[src/rtl/instr_mem_loader_pkg.sv]
// Shared definitions for the instruction encoder and instruction-memory loader.
// Holds format codes, FSM states, the NOP word and the immediate range limits.
package instr_mem_loader_pkg;

  localparam logic [1:0] FMT_R  = 2'd0;
  localparam logic [1:0] FMT_I  = 2'd1;
  localparam logic [1:0] FMT_S  = 2'd2;
  localparam logic [1:0] FMT_SB = 2'd3;

  typedef enum logic [1:0] {
    ST_IDLE = 2'd0,
    ST_LOAD = 2'd1,
    ST_DONE = 2'd2
  } state_e;

  // addi x0,x0,0 is written in place of any word whose immediate is out of range
  localparam logic [31:0] NOP_WORD = 32'h0000_0013;

  localparam logic signed [31:0] IMM12_MIN = -32'sd2048;
  localparam logic signed [31:0] IMM12_MAX = 32'sd2047;
  localparam logic signed [31:0] IMM13_MIN = -32'sd4096;
  localparam logic signed [31:0] IMM13_MAX = 32'sd4094;

  function automatic logic imm_in_range(input logic signed [31:0] imm,
                                        input logic signed [31:0] lo,
                                        input logic signed [31:0] hi);
    return (imm >= lo) && (imm <= hi);
  endfunction

endpackage

[src/rtl/instr_mem_loader_encoder.sv]
// Combinational R/I/S/SB packer; the bit placement is the inverse of the
// core's immediate extraction. range_err_o flags an unencodable immediate.
module instr_encoder
  import instr_mem_loader_pkg::*;
(
  input  logic [1:0]  fmt_i,
  input  logic [6:0]  opcode_i,
  input  logic [4:0]  rd_i,
  input  logic [4:0]  rs1_i,
  input  logic [4:0]  rs2_i,
  input  logic [2:0]  funct3_i,
  input  logic [6:0]  funct7_i,
  input  logic [31:0] imm_i,
  output logic [31:0] word_o,
  output logic        range_err_o
);

  // Pack fields by format and check the immediate against that format's reach
  always_comb begin
    word_o      = NOP_WORD;
    range_err_o = 1'b0;
    case (fmt_i)
      FMT_R: begin
        word_o      = {funct7_i, rs2_i, rs1_i, funct3_i, rd_i, opcode_i};
        range_err_o = 1'b0;
      end
      FMT_I: begin
        word_o      = {imm_i[11:0], rs1_i, funct3_i, rd_i, opcode_i};
        range_err_o = !imm_in_range($signed(imm_i), IMM12_MIN, IMM12_MAX);
      end
      FMT_S: begin
        word_o      = {imm_i[11:5], rs2_i, rs1_i, funct3_i, imm_i[4:0], opcode_i};
        range_err_o = !imm_in_range($signed(imm_i), IMM12_MIN, IMM12_MAX);
      end
      FMT_SB: begin
        word_o      = {imm_i[12], imm_i[10:5], rs2_i, rs1_i, funct3_i,
                       imm_i[4:1], imm_i[11], opcode_i};
        range_err_o = !imm_in_range($signed(imm_i), IMM13_MIN, IMM13_MAX) || imm_i[0];
      end
      default: begin
        word_o      = NOP_WORD;
        range_err_o = 1'b0;
      end
    endcase
  end

endmodule

[src/rtl/instr_mem_loader.sv]
// Burst loader: accepts instruction descriptors, encodes them and writes them
// to consecutive instruction-memory words, capturing the first range fault.
module instr_mem_loader
  import instr_mem_loader_pkg::*;
#(
  parameter int ADDR_W = 10,
  parameter int CNT_W  = 8
) (
  input  logic              clk_i,
  input  logic              rst_i,
  input  logic              start_i,
  input  logic [ADDR_W-1:0] base_addr_i,
  input  logic [CNT_W-1:0]  count_i,
  input  logic              valid_i,
  output logic              ready_o,
  input  logic [1:0]        fmt_i,
  input  logic [6:0]        opcode_i,
  input  logic [4:0]        rd_i,
  input  logic [4:0]        rs1_i,
  input  logic [4:0]        rs2_i,
  input  logic [2:0]        funct3_i,
  input  logic [6:0]        funct7_i,
  input  logic [31:0]       imm_i,
  output logic              mem_we_o,
  output logic [ADDR_W-1:0] mem_addr_o,
  output logic [31:0]       mem_data_o,
  output logic              busy_o,
  output logic              done_o,
  output logic              err_o,
  output logic [ADDR_W-1:0] err_addr_o
);

  localparam logic [ADDR_W-1:0] WORD_MASK = ~(ADDR_W'(3));

  state_e            state_r;
  logic [ADDR_W-1:0] addr_r;
  logic [CNT_W-1:0]  remaining_r;
  logic              ready_r;
  logic              busy_r;
  logic              done_r;
  logic              mem_we_r;
  logic [ADDR_W-1:0] mem_addr_r;
  logic [31:0]       mem_data_r;
  logic              err_r;
  logic [ADDR_W-1:0] err_addr_r;

  logic [31:0]       enc_word_s;
  logic              enc_err_s;
  logic              accept_s;

  instr_encoder u_encoder (
    .fmt_i       (fmt_i),
    .opcode_i    (opcode_i),
    .rd_i        (rd_i),
    .rs1_i       (rs1_i),
    .rs2_i       (rs2_i),
    .funct3_i    (funct3_i),
    .funct7_i    (funct7_i),
    .imm_i       (imm_i),
    .word_o      (enc_word_s),
    .range_err_o (enc_err_s)
  );

  assign accept_s = valid_i && ready_r && (state_r == ST_LOAD);

  // Burst FSM with counters, registered memory port and error capture.
  // After the last accept LOAD lingers one cycle (ready low) so done_o lands
  // the cycle after the final write strobe.
  always_ff @(posedge clk_i) begin
    if (rst_i) begin
      state_r     <= ST_IDLE;
      addr_r      <= {ADDR_W{1'b0}};
      remaining_r <= {CNT_W{1'b0}};
      ready_r     <= 1'b0;
      busy_r      <= 1'b0;
      done_r      <= 1'b0;
      mem_we_r    <= 1'b0;
      mem_addr_r  <= {ADDR_W{1'b0}};
      mem_data_r  <= 32'h0000_0000;
      err_r       <= 1'b0;
      err_addr_r  <= {ADDR_W{1'b0}};
    end else begin
      mem_we_r <= 1'b0;
      done_r   <= 1'b0;
      case (state_r)
        ST_IDLE: begin
          if (start_i) begin
            addr_r      <= base_addr_i & WORD_MASK;
            remaining_r <= count_i;
            err_r       <= 1'b0;
            err_addr_r  <= {ADDR_W{1'b0}};
            busy_r      <= 1'b1;
            if (count_i == CNT_W'(0)) begin
              state_r <= ST_DONE;
              done_r  <= 1'b1;
              ready_r <= 1'b0;
            end else begin
              state_r <= ST_LOAD;
              ready_r <= 1'b1;
            end
          end
        end
        ST_LOAD: begin
          if (accept_s) begin
            mem_we_r    <= 1'b1;
            mem_addr_r  <= addr_r;
            mem_data_r  <= enc_err_s ? NOP_WORD : enc_word_s;
            addr_r      <= addr_r + ADDR_W'(4);
            remaining_r <= remaining_r - CNT_W'(1);
            if (remaining_r == CNT_W'(1)) begin
              ready_r <= 1'b0;
            end
            if (enc_err_s && !err_r) begin
              err_r      <= 1'b1;
              err_addr_r <= addr_r;
            end
          end else if (remaining_r == CNT_W'(0)) begin
            state_r <= ST_DONE;
            done_r  <= 1'b1;
            ready_r <= 1'b0;
          end
        end
        ST_DONE: begin
          state_r <= ST_IDLE;
          busy_r  <= 1'b0;
          ready_r <= 1'b0;
        end
        default: begin
          state_r <= ST_IDLE;
          busy_r  <= 1'b0;
          ready_r <= 1'b0;
        end
      endcase
    end
  end

  assign ready_o    = ready_r;
  assign busy_o     = busy_r;
  assign done_o     = done_r;
  assign mem_we_o   = mem_we_r;
  assign mem_addr_o = mem_addr_r;
  assign mem_data_o = mem_data_r;
  assign err_o      = err_r;
  assign err_addr_o = err_addr_r;

endmodule

[config.mk]
export PLATFORM = sky130hd
export DESIGN_NAME = instr_mem_loader
export DESIGN_NICKNAME = d
export VERILOG_FILES = /design/src/rtl/instr_mem_loader_pkg.sv /design/src/rtl/instr_mem_loader_encoder.sv /design/src/rtl/instr_mem_loader.sv
export SDC_FILE = /design/constraint.sdc
export NUM_CORES = 1
export LEC_CHECK = 0
export ABC_AREA = 1
export BUFFER_PORTS_ARGS = -buffer_cell sky130_fd_sc_hd__buf_4
export CORE_AREA = 2 2 87 98
export DETAILED_ROUTE_END_ITERATION = 10
export DIE_AREA = 0 0 89 100
export GPL_ROUTABILITY_DRIVEN = 1
export PLACE_DENSITY = 0.81
export SETUP_SLACK_MARGIN = 0.15
export SYNTH_ARGS = -nofsm -noshare
export SYNTH_HDL_FRONTEND = slang
export SYNTH_SLANG_ARGS = --single-unit
[constraint.sdc]
create_clock -name clk_i -period 2.2 [get_ports clk_i]
set_input_delay 0.66 -clock clk_i [delete_from_list [all_inputs] [get_ports clk_i]]
set_output_delay 0.66 -clock clk_i [all_outputs]
set_load 0.01 [all_outputs]
==> out/qor.txt <==
Inserted Clock Buffers = 9
wire per inst = 12.9 um
Post-Layout Cell Count = 814
post-route minimum period = 1.82 ns
final net count = 794
post-synth cell types = 37
RSZ-0062 raised after global routing = no
Inserted Diodes = 0
dpl cells = 798
Mean Syn Cell Area = 6.79 um^2
vias after detailed routing = 4225
Clock Sinks = 71
critical path launch point type = input port
die width = 89 um
Fin Setup TNS = 0 ns
worst hold path depth = 2
DR iter-0 viols = 163
CTS hold repair buffers = 0
CP Capture Type = flop
grt ovf = 0
Core Area = 8060 um^2
Post-Synthesis Cells = 569
peak supply drop = 0.301 mV
hold crit path type = reg -> reg
setup bufs post-CTS = 0
hpwl dp = 7970 um
flip-flop and latch count after synthesis = 71
Final Skew = 0.00794 ns
Antenna Violating Nets Remaining = 0
H-tree depth = 3
fill count = 748
Slew Limit Fails = 0
All-Layer GR Usage = 0.247
I/O Buffers = 138
worst-path maximum fanout = 10
Hold Violations, Final = 0
GPL Wtd Cong = 0.855
DRC Markers = 0
layout cells sized above 1 = 0.275
R2R depth = 11
synth top area cells = dfxtp_1 37%, nand2_1 11%, a21oi_1 7.5%
Bufs on Longest Clock Path = 2
largest net degree at the start of global routing = 47
Synth top area share = 0.368
first-pass GRT wire length = 17700 um
Initial Utilization = 0.480
initial antenna violation count = 0
area grow syn2layout = 33.9%
sequential fraction of the synthesis area = 0.368
Max-cap violations = 0
PwrDens = 656 nW/um^2
Worst Path Required = 2.48 ns
Avg Vias per Cell = 5.19
Clock Pin Slew Worst Setup and Hold Paths = 0.07 ns
FP Rows = 35
First-pass DRT Iterations = 5
Worst-Margin Slew = 0.616 ns
Crit Path Category = in -> reg
Skew-Pair Late Insertion Delay = 0.35 ns
boundary pin count = 145
Rel. slew slack = 0.589
Fmax achieved = 551 MHz
status = finished, final reports clean
Netlist Area Pre-Place = 3860 um^2
Synth area leader = dfxtp_1
fin crit share = 0.825
Routed WL = 10500 um
CTS root buf = clkbuf_8
Yosys warnings = 0
P_leak = 2.28 nW
final setup fails = 0
vias in the first global route = 4032
WP data arrival = 2.10 ns
CTS tree = yes
die area = 8900 um^2
chip height = 100 um
-- kinds of logic (layout without fill, tap and decap cells) --
group | count (synthesis) | count (layout) | synth area share
and+or+nand+nor | 252 | 252 | 0.289
AOI/OAI and AO/OA | 138 | 138 | 0.200
buffers and inverters | 94 | 225 | 0.105
DFF | 71 | 71 | 0.368
adders and majority gates | 8 | 8 | 0.0259
xor gates and xnor gates | 5 | 5 | 0.0113
other | 1 | 4 | 0.000971
-- synth_stat cells --
cell type,instances
nand2_1,113
dfxtp_1,71
nor2_1,60
inv_1,59
a21oi_1,58
o21ai_0,52
nand3_1,46
buf_2,12
clkbuf_1,11
nand2_2,10
a21oi_2,9
ha_1,8
nand4_1,7
nor3_1,7
a211oi_1,6
buf_4,6
a31oi_1,3
nand2_4,3
o211ai_1,3
xor2_1,3
buf_1,2
buf_6,2
inv_2,2
o2111ai_1,2
xnor2_1,2
a221oi_1,1
a31o_2,1
and2_0,1
conb_1,1
nand2_8,1
nand3_2,1
nor2_4,1
nor3b_1,1
nor4_1,1
o221ai_1,1
o22ai_1,1
o31ai_1,1
-- report_power, final --
part	total (mW)	leakage, nW	internal [mW]	switching (mW)
clock	1.02	0.0916	0.522	0.499
sequential	1.45	0.577	1.38	0.0714
combinational	0.922	1.61	0.374	0.547
total	3.39	2.28	2.27	1.12
-- state kept, by name, summed over array words and instances, names as in the netlist --
signal	flops
addr_r	8
busy_o	1
done_o	1
err_addr_o	8
err_o	1
mem_addr_o	8
mem_data_o	32
mem_we_o	1
ready_o	1
remaining_r	8
state_r	2
-- layout make-up --
cell class	instances	area, um^2	share of cell area
multi-input combinational	407	2060	0.399
sequential	71	1420	0.275
timing repair buffer	148	1120	0.217
inverter	61	229	0.0443
tap	111	139	0.0269
clock buffer	9	124	0.0239
clock inverter	7	71.3	0.0138
-- timing repair --
action,4_1_cts,5_1_grt
setup endpoints to repair,0,1
hold endpoints to repair,0,0
resized for setup,0,1
-- placed cells by master (no fill, tap or decap), drive strengths merged, types with 3 or more instances in the layout --
cell        n
buf       148
nand2     127
dfxtp      71
a21oi      67
inv        62
nor2       61
o21ai      52
nand3      47
clkbuf      9
ha          8
nand4       7
nor3        7
a211oi      6
conb        4
xor2        3
o211ai      3
a31oi       3
clkinvlp    3
-- worst paths after layout --
path	from	to	slack [ns]
max	imm_i[14]	err_addr_o[7]	0.38
min	mem_data_o[11]	mem_data_o[11]	0.47
max reg2reg	addr_r[2]	addr_r[9]	0.48
min reg2reg	mem_data_o[11]	mem_data_o[11]	0.47
-- through the flow --
stage / power, mW / hold slack [ns] / utilization / instance area [um^2] / setup WS (ns)
after floorplan: 2.07 / 0.453 / - / 3870 / 0.427
after detailed placement: 2.39 / 0.457 / 0.617 / 4970 / -0.0253
after global routing: 3.60 / 0.486 / 0.642 / 5170 / 0.153
after global placement: 2.36 / 0.453 / 0.617 / 4970 / 0.0217
final: 3.39 / 0.466 / 0.642 / 5170 / 0.385
after CTS: 3.41 / 0.468 / 0.641 / 5160 / 0.359
-- worst max-delay path: stages --
cell and delay (ns):
buf_4 0.11, inv_1 0.08, nand2_1 0.06, nor2_1 0.09, nand2_1 0.05, nor2_1 0.12
nand2_1 0.07, nand3_1 0.08, nand2_1 0.05, nand2_1 0.07, nand2_2 0.10, nand3_2 0.11
nand2_4 0.12, nand2_8 0.13, nand2_2 0.06, a21oi_2 0.12
-- layer usage --
metal,global-route usage,routed length [um]
met3,0.0592,631
met4,0.0953,274
met1,0.292,4310
met2,0.427,5330
met5,0,0
No activity file was read; power rests on OpenSTA's default activity.
